`src/rtl/sync_fifo_pkg.sv`:
```
// Shared helpers for sync_fifo: address-width calculation and parameter legality.
package sync_fifo_pkg;

   function automatic int clog2(input int n);
      int r;
      int v;
      r = 0;
      v = n - 1;
      while (v > 0) begin
         r = r + 1;
         v = v >> 1;
      end
      return r;
   endfunction

   function automatic bit is_pow2(input int n);
      return (n >= 2) && ((n & (n - 1)) == 0);
   endfunction

   function automatic bit params_legal(input int width, input int depth, input int af_level);
      return (width >= 1) && is_pow2(depth) && (af_level >= 1) && (af_level <= depth);
   endfunction

endpackage

```
`src/rtl/sync_fifo_mem.sv`:
```
// fifo_mem: WIDTH x DEPTH word array, registered write port, unregistered read port.
module fifo_mem #(
   parameter int WIDTH = 8,
   parameter int DEPTH = 16,
   parameter int AW    = 4
) (
   input  logic             CLK,
   input  logic             we,
   input  logic [AW-1:0]    waddr,
   input  logic [WIDTH-1:0] wdata,
   input  logic [AW-1:0]    raddr,
   output logic [WIDTH-1:0] rdata
);

   logic [WIDTH-1:0] mem [DEPTH];

   always_ff @(posedge CLK) begin
      if (we) mem[waddr] <= wdata;
   end

   assign rdata = mem[raddr];

endmodule

```
`src/rtl/sync_fifo.sv`:
```
// Single-clock FIFO: pointers with wrap bit, status flags, sticky ovf/udf,
// synchronous flush and a registered read-data port.
module sync_fifo
   import sync_fifo_pkg::*;
#(
   parameter int WIDTH    = 8,
   parameter int DEPTH    = 16,
   parameter int AF_LEVEL = DEPTH - 2,
   localparam int AW      = clog2(DEPTH)
) (
   input  logic             CLK,
   input  logic             RST,
   input  logic             clr,
   input  logic             wr_en,
   input  logic [WIDTH-1:0] wr_data,
   input  logic             rd_en,
   output logic [WIDTH-1:0] rd_data,
   output logic             rd_valid,
   output logic             full,
   output logic             empty,
   output logic             almost_full,
   output logic [AW:0]      count,
   output logic             ovf,
   output logic             udf
);

   if (!params_legal(WIDTH, DEPTH, AF_LEVEL)) begin : g_bad_params
      $error("sync_fifo: DEPTH must be a power of two >= 2 and 1 <= AF_LEVEL <= DEPTH");
   end

   localparam logic [AW:0] PTR_ONE = {{AW{1'b0}}, 1'b1};
   localparam logic [AW:0] AF_THR  = AF_LEVEL[AW:0];

   logic [AW:0]      wp;
   logic [AW:0]      rp;
   logic             push;
   logic             pop;
   logic [WIDTH-1:0] mem_rdata;

   // Flags derive only from registered pointers, so they move after an edge or RST.
   assign count       = wp - rp;
   assign empty       = (wp == rp);
   assign full        = (wp[AW-1:0] == rp[AW-1:0]) && (wp[AW] != rp[AW]);
   assign almost_full = (count >= AF_THR);

   assign push = wr_en & ~full;
   assign pop  = rd_en & ~empty;

   fifo_mem #(
      .WIDTH (WIDTH),
      .DEPTH (DEPTH),
      .AW    (AW)
   ) u_mem (
      .CLK   (CLK),
      .we    (push & ~clr),
      .waddr (wp[AW-1:0]),
      .wdata (wr_data),
      .raddr (rp[AW-1:0]),
      .rdata (mem_rdata)
   );

   always_ff @(posedge CLK or posedge RST) begin
      if (RST) begin
         wp       <= '0;
         rp       <= '0;
         rd_data  <= '0;
         rd_valid <= 1'b0;
         ovf      <= 1'b0;
         udf      <= 1'b0;
      end else if (clr) begin
         // Flush wins over any push/pop in the same cycle; rd_data keeps its value.
         wp       <= '0;
         rp       <= '0;
         rd_valid <= 1'b0;
         ovf      <= 1'b0;
         udf      <= 1'b0;
      end else begin
         if (push) wp <= wp + PTR_ONE;
         if (pop) begin
            rd_data <= mem_rdata;
            rp      <= rp + PTR_ONE;
         end
         rd_valid <= pop;
         if (wr_en && full)  ovf <= 1'b1;
         if (rd_en && empty) udf <= 1'b1;
      end
   end

endmodule

```
`config.mk`:
```
export PLATFORM = sky130hd
export DESIGN_NAME = sync_fifo
export DESIGN_NICKNAME = d
export VERILOG_FILES = /design/src/rtl/sync_fifo_pkg.sv /design/src/rtl/sync_fifo_mem.sv /design/src/rtl/sync_fifo.sv
export SDC_FILE = /design/constraint.sdc
export NUM_CORES = 1
export LEC_CHECK = 0
export CAP_MARGIN = 5
export CORE_UTILIZATION = 50
export CTS_BUF_LIST = sky130_fd_sc_hd__clkbuf_4 sky130_fd_sc_hd__clkbuf_8 sky130_fd_sc_hd__clkbuf_16
export DETAILED_ROUTE_END_ITERATION = 6
export PLACE_DENSITY = 0.67
export REMOVE_ABC_BUFFERS = 1
export SLEW_MARGIN = 20
export SYNTH_ARGS = -nofsm -noshare
export SYNTH_HDL_FRONTEND = slang
export SYNTH_SLANG_ARGS = --single-unit
```
`constraint.sdc`:
```
create_clock -name CLK -period 3.95 [get_ports CLK]
set_input_delay 0.79 -clock CLK [delete_from_list [all_inputs] [get_ports CLK]]
set_output_delay 0.79 -clock CLK [all_outputs]
set_load 0.1 [all_outputs]
```
; ---- Yosys cells after proc, flatten, opt, wreduce, memory -nomap -nowiden
; Memory sizes are Yosys's and may differ from the RTL's. A register that Yosys moved wholly into a read port is not among the register bits.
; Cells that the tools add are included.
[op_classes]
n_addsub = 3
shift = 0
n_mux = 11
n_mul = 0
reduce_logical = 8
n_eq_ne = 3
magnitude_cmp = 1
n_div = 0
bitwise = 6
[ops]
columns = cell, count
row1 = $mux W5, 4
row2 = $add A5 B1 Y5 const B, 2
row3 = $reduce_bool A2 Y1, 4
row4 = $mux W1, 7
row5 = $eq A5 B5 Y1, 1
row6 = $ge A5 B4 Y1 const B, 1
row7 = $sub A5 B5 Y5, 1
row8 = $eq A4 B4 Y1, 1
row9 = $and A1 B1 Y1, 3
row10 = $logic_and A1 B1 Y1, 3
row11 = $not A1 Y1, 3
row12 = $reduce_and A2 Y1, 1
row13 = $ne A1 B1 Y1, 1
[word_totals]
output_inout_bits = 19
register_bits = 13
memories = 1
mem_bits_ro = 0
wordCells = 38
latch_bits = 0
in_bits = 13
ram_bits = 128
[mem_list]
columns = memory, depth, word_bits, rd, rd_ports_with_merged_regs, wr, line_no
row1 = u_mem.mem, 16, 8, 1, 1, 1, sync_fifo_mem.sv:15  ; logic [WIDTH-1:0] mem [DEPTH];

; ---- Longest topological paths before layout
; Gate-level depths: netlist of run 1.
[depth]
word_depth = 7
ltp_mapped = 10
mapped_depth_nobuf = 8

; ---- By module
; Synthesis of run 1 repeated with hierarchy kept, for this count alone.
[unflattened]
cells_unflattened = 337
area_unflattened_um2 = 6216.0
[modules_own_cells]
columns = module, n_inst, cells_per_inst, seq_area_each_um2, area_each_um2
row1 = fifo_mem, 1, 221, 3843.7, 4987.3
row2 = sync_fifo, 1, 116, 525.5, 1228.7

; ---- Least setup slack after synthesis of run 1
; OpenSTA, ideal clock, no wires.
[synth_timing]
path_type = register -> output
startpoint = register rp[1]
endpoint = output almost_full
t_arrival_ns = 5.220
n_path_buf = 2
required_ns = 3.160
path_stages_with_launch = 8
slack_ns = -2.060
path_cell_list = dfrtp_1 clkbuf_1 buf_2 inv_1 fa_1 xor2_1 nand2_1 o31ai_1
[synth_via]
elab_chain_cells = 2
[synth_lines]
columns = element, line_no
row1 = from (decl), sync_fifo.sv:35  ; logic [AW:0] rp;
row2 = from (signal assigned), sync_fifo.sv:81  ; rp <= rp + PTR_ONE;
row3 = $sub A5 B5 Y5, sync_fifo.sv:41  ; assign count = wp - rp;
row4 = named net count[2], sync_fifo.sv:22  ; output logic [AW:0] count,
row5 = $ge A5 B4 Y1, sync_fifo.sv:44  ; assign almost_full = (count >= AF_THR);
row6 = to (decl), sync_fifo.sv:21  ; output logic almost_full,
; The timed path passes the listed nets, and every way through them passes these cells.

; ---- Final worst setup path of run 1
[layout_timing]
startpoint = register rp[2]
endpoint = output almost_full
[layout_via]
elab_chain_cells = 2
[layout_lines]
columns = element, line_no
row1 = $sub A5 B5 Y5, sync_fifo.sv:41
row2 = $ge A5 B4 Y1, sync_fifo.sv:44
; Every way passes these cells.

==> flow_summary_export.csv, run 1 <==
group,metric,value,unit
status,status,"complete, no violations",
drt,routed_wl,12200,um
timing,fin_skew,0.00745,ns
timing,report.final.slew_viol_count,0,
logic_synthesis,ys_seq_area_share,70.1,%
floorplan,ios,32,
place,numPortBuffers,31,
setup_path,timing.rr.start,"rp[2]$_DFFE_PP0P_",
grt,grt_pass1_wl,18500,um
logic_synthesis,syn_area,6230,um^2
drt,vias_per_cell,5.53,
drt,dr.pass1.iters,4,
final_layout,fillCellCount,839,
power_and_ir_drop,p_leak,2.66,nW
job,maxCapViolations,0,
final_layout,area_growth,18.9,%
logic_synthesis,synth_top_area_share,61.6,%
hold_path,whs_endpoint,"ovf$_DFFE_PP0P_",
clock_tree,clk_latency,0.41,ns
timing,finalCritPeriodShare,85.7,%
floorplan,die_h,114,um
drt,ant_nets,0,
setup_path,worstRegToRegCells,6,
place,dpl.cell_count,531,
setup_path,r2r-end,"u_mem.mem[6][6]$_DFFE_PP_",
logic_synthesis,synth-edff-count,128,
power_and_ir_drop,p_total,4.63,mW
place,dp_hpwl,7650,um
clock_tree,cts_buffers,17,
setup_path,r2r_setup_slack,0.90,ns
grt,grt_max_degree,36,
logic_synthesis,ys_ff_latch,149,
clock_tree,cts_buffer_depth,2,
power_and_ir_drop,powerDensity,625,nW/um^2
floorplan,fp-row-count,40,
clock_tree,htreeDepth,4,
logic_synthesis,synth-async-reset-ratio,14.1,%
drt,vias,3115,
setup_path,path_class,"reg -> out",
logic_synthesis,avgSynthCellArea,18.8,um^2
timing,slew_headroom,34.0,%
logic_synthesis,synthCells,332,
final_layout,final_nets,405,
logic_synthesis,yosys-top-cells-area,"edfxtp_1 62%, mux4_1 10%, dfrtp_1 8.4%, mux2i_1 2.9%, mux4_2 2.9%",
final_layout,n_antenna_cell,0,
setup_path,required,3.16,ns
grt,grt_usage,20.6,%
setup_path,end_kind,"output port",
final_layout,fin_cells,563,
timing,max_freq,295,MHz
timing,finalSetupViolCount,0,
logic_synthesis,synth_largest_area_cell,"edfxtp_1",
drt,drcViolationCount,0,
logic_synthesis,synth_ff_type,"edfxtp_1",
logic_synthesis,synth_cell_types,40,
floorplan,die_x,114,um
floorplan,initial_core_util,51.7,%
power_and_ir_drop,ir_drop,0.263,mV
grt,grt_pass1_vias,3159,
clock_tree,cts_sinks,149,
timing,fin_setup_tns,0,ns
hold_path,min_path_cells,2,
hold_path,hold_class,"reg -> reg",
setup_path,crit_arrival,2.60,ns
setup_path,start_kind,"flip-flop",
timing,layout_min_cycle_time,3.39,ns
floorplan,die-area,12900,um^2
drt,wire_per_inst,21.6,um
grt,overflow,0,
place,gp_congestion,0.810,
clock_tree,root_buffer,"clkbuf_16",
clock_tree,clk_pin_slew_worst_paths,0.06,ns
logic_synthesis,synth_warnings,0,
final_layout,drive_gt1_share,17.2,%
hold_path,min_from,"ovf$_DFFE_PP0P_",
timing,worst_pin_slew,0.986,ns
drt,drt_iter0_drc,245,
clock_tree,cts_tree,"built",
timing,hold_viol,0,
clock_tree,post_cts_buffers,0,
clock_tree,hold_buffers,0,
setup_path,critPathMaxFanout,18,
floorplan,core,12100,um^2
timing,rsz0062_at_grt,"no",
final_layout,fin_util,61.5,%
clock_tree,cts_resized,0,
grt,antenna_found_initial,0,
area by class of cell:
cell class	count	area, um^2	share of cell area (%)
Inverter	13	48.8	0.658
Clock buffer	19	440	5.94
Tap cell	168	210	2.84
Clock inverter	13	158	2.13
Sequential cell	149	4370	59.0
Multi-Input combinational cell	154	1700	22.9
Timing Repair Buffer	47	485	6.55
cells by family (layout without fill, tap and decap cells):
family | count (synthesis) | after routing | synth area share (%)
xor gates and xnor gates | 12 | 12 | 1.69
and+or+nand+nor | 57 | 57 | 4.15
adders and majority gates | 10 | 10 | 2.13
buffers and inverters | 29 | 92 | 2.67
AOI/OAI and AO/OA | 25 | 25 | 3.39
muxes | 50 | 50 | 15.9
DFF | 149 | 149 | 70.1
synthesized netlist by cell type, types with 2 or more instances:
| library cell | instances |
|---|---|
| edfxtp_1 | 128 |
| mux2i_1 | 18 |
| xnor2_1 | 8 |
| clkbuf_2 | 3 |
| inv_1 | 12 |
| and2_1 | 2 |
| nor3_1 | 4 |
| o2111ai_1 | 2 |
| dfrtp_1 | 21 |
| a211oi_1 | 2 |
| clkbuf_1 | 2 |
| buf_2 | 4 |
| a21oi_1 | 3 |
| ha_1 | 9 |
| o221ai_1 | 8 |
| o21ai_0 | 3 |
| nand2_1 | 14 |
| mux4_1 | 24 |
| nand2b_1 | 2 |
| buf_6 | 6 |
| xor2_1 | 4 |
| nor2_1 | 27 |
| mux4_2 | 8 |
| nor2b_1 | 2 |
critical path: stages, from the launching register on:
cell and delay [ns]:
dfrtp_1 0.40, inv_2 0.40, ha_1 0.38, xor2_1 0.30, nand2_1 0.10, o31ai_1 0.36, buf_12 0.23
cells in the final DEF (no fill, tap or decap), types with 9 or more instances in the layout:
cell | netlist | layout
nand2_1 | 14 | 14
dfrtp_1 | 21 | 20
buf_4 | 1 | 18
clkbuf_16 | 0 | 17
nor2_1 | 27 | 27
ha_1 | 9 | 9
mux2i_1 | 18 | 18
inv_1 | 12 | 12
edfxtp_1 | 128 | 128
mux4_1 | 24 | 24
clkdlybuf4s50_1 | 0 | 23
per-layer routing:
| metal | track usage [%] | up-vias | part of all wire, % |
|---|---|---|---|
| met5 | 0 | - | 0 |
| met3 | 5.84 | 17 | 6.8 |
| met1 | 28.6 | 1571 | 43 |
| li1 | - | 1424 | - |
| met2 | 31.4 | 103 | 48 |
| met4 | 7.72 | 0 | 1.7 |
stage by stage:
| stage | area (um^2) | hold WS, ns | setup slack [ns] |
|---|---|---|---|
| after floorplan | 6120 | 0.561 | -2.72 |
| after global placement | 6810 | 0.487 | 1.01 |
| final | 7410 | 0.497 | 0.565 |
| after detailed placement | 6810 | 0.485 | 0.915 |
| after CTS | 7410 | 0.500 | 0.514 |
| after global routing | 7410 | 0.534 | 0.341 |
where the power goes:
group          internal (mW)  switching (mW)
clock network           1.00           0.614
logic                  0.373           0.832
registers               1.77          0.0384
registers in the layout (all words and copies together), names as in the netlist:
name,count
ovf,1
rd_valid,1
u_mem.mem,128
rd_data,8
udf,1
wp,5
rp,5
worst max-delay path by stage:
| stage | endpoint | slack, ns | cells after the start | start |
|---|---|---|---|---|
| after global routing | almost_full | 0.34 | 8 | wp[0]$_DFFE_PP0P_ |
| final | almost_full | 0.56 | 6 | rp[2]$_DFFE_PP0P_ |
| after detailed placement | u_mem.mem[6][1]$_DFFE_PP_ | 0.91 | 6 | rp[2]$_DFFE_PP0P_ |
| after global placement | u_mem.mem[6][1]$_DFFE_PP_ | 1.01 | 6 | rp[2]$_DFFE_PP0P_ |
| after CTS | almost_full | 0.51 | 8 | wp[0]$_DFFE_PP0P_ |
| after floorplan | almost_full | -2.72 | 6 | rp[0]$_DFFE_PP0P_ |
Note: power is estimated with default switching activity, not from simulation.
==> run 2: changes to the inputs <==
SLEW_MARGIN = 5   (was 20)
==> results of run 2 <==
The final DEF is identical to that of run 1; final timing and power are the same.
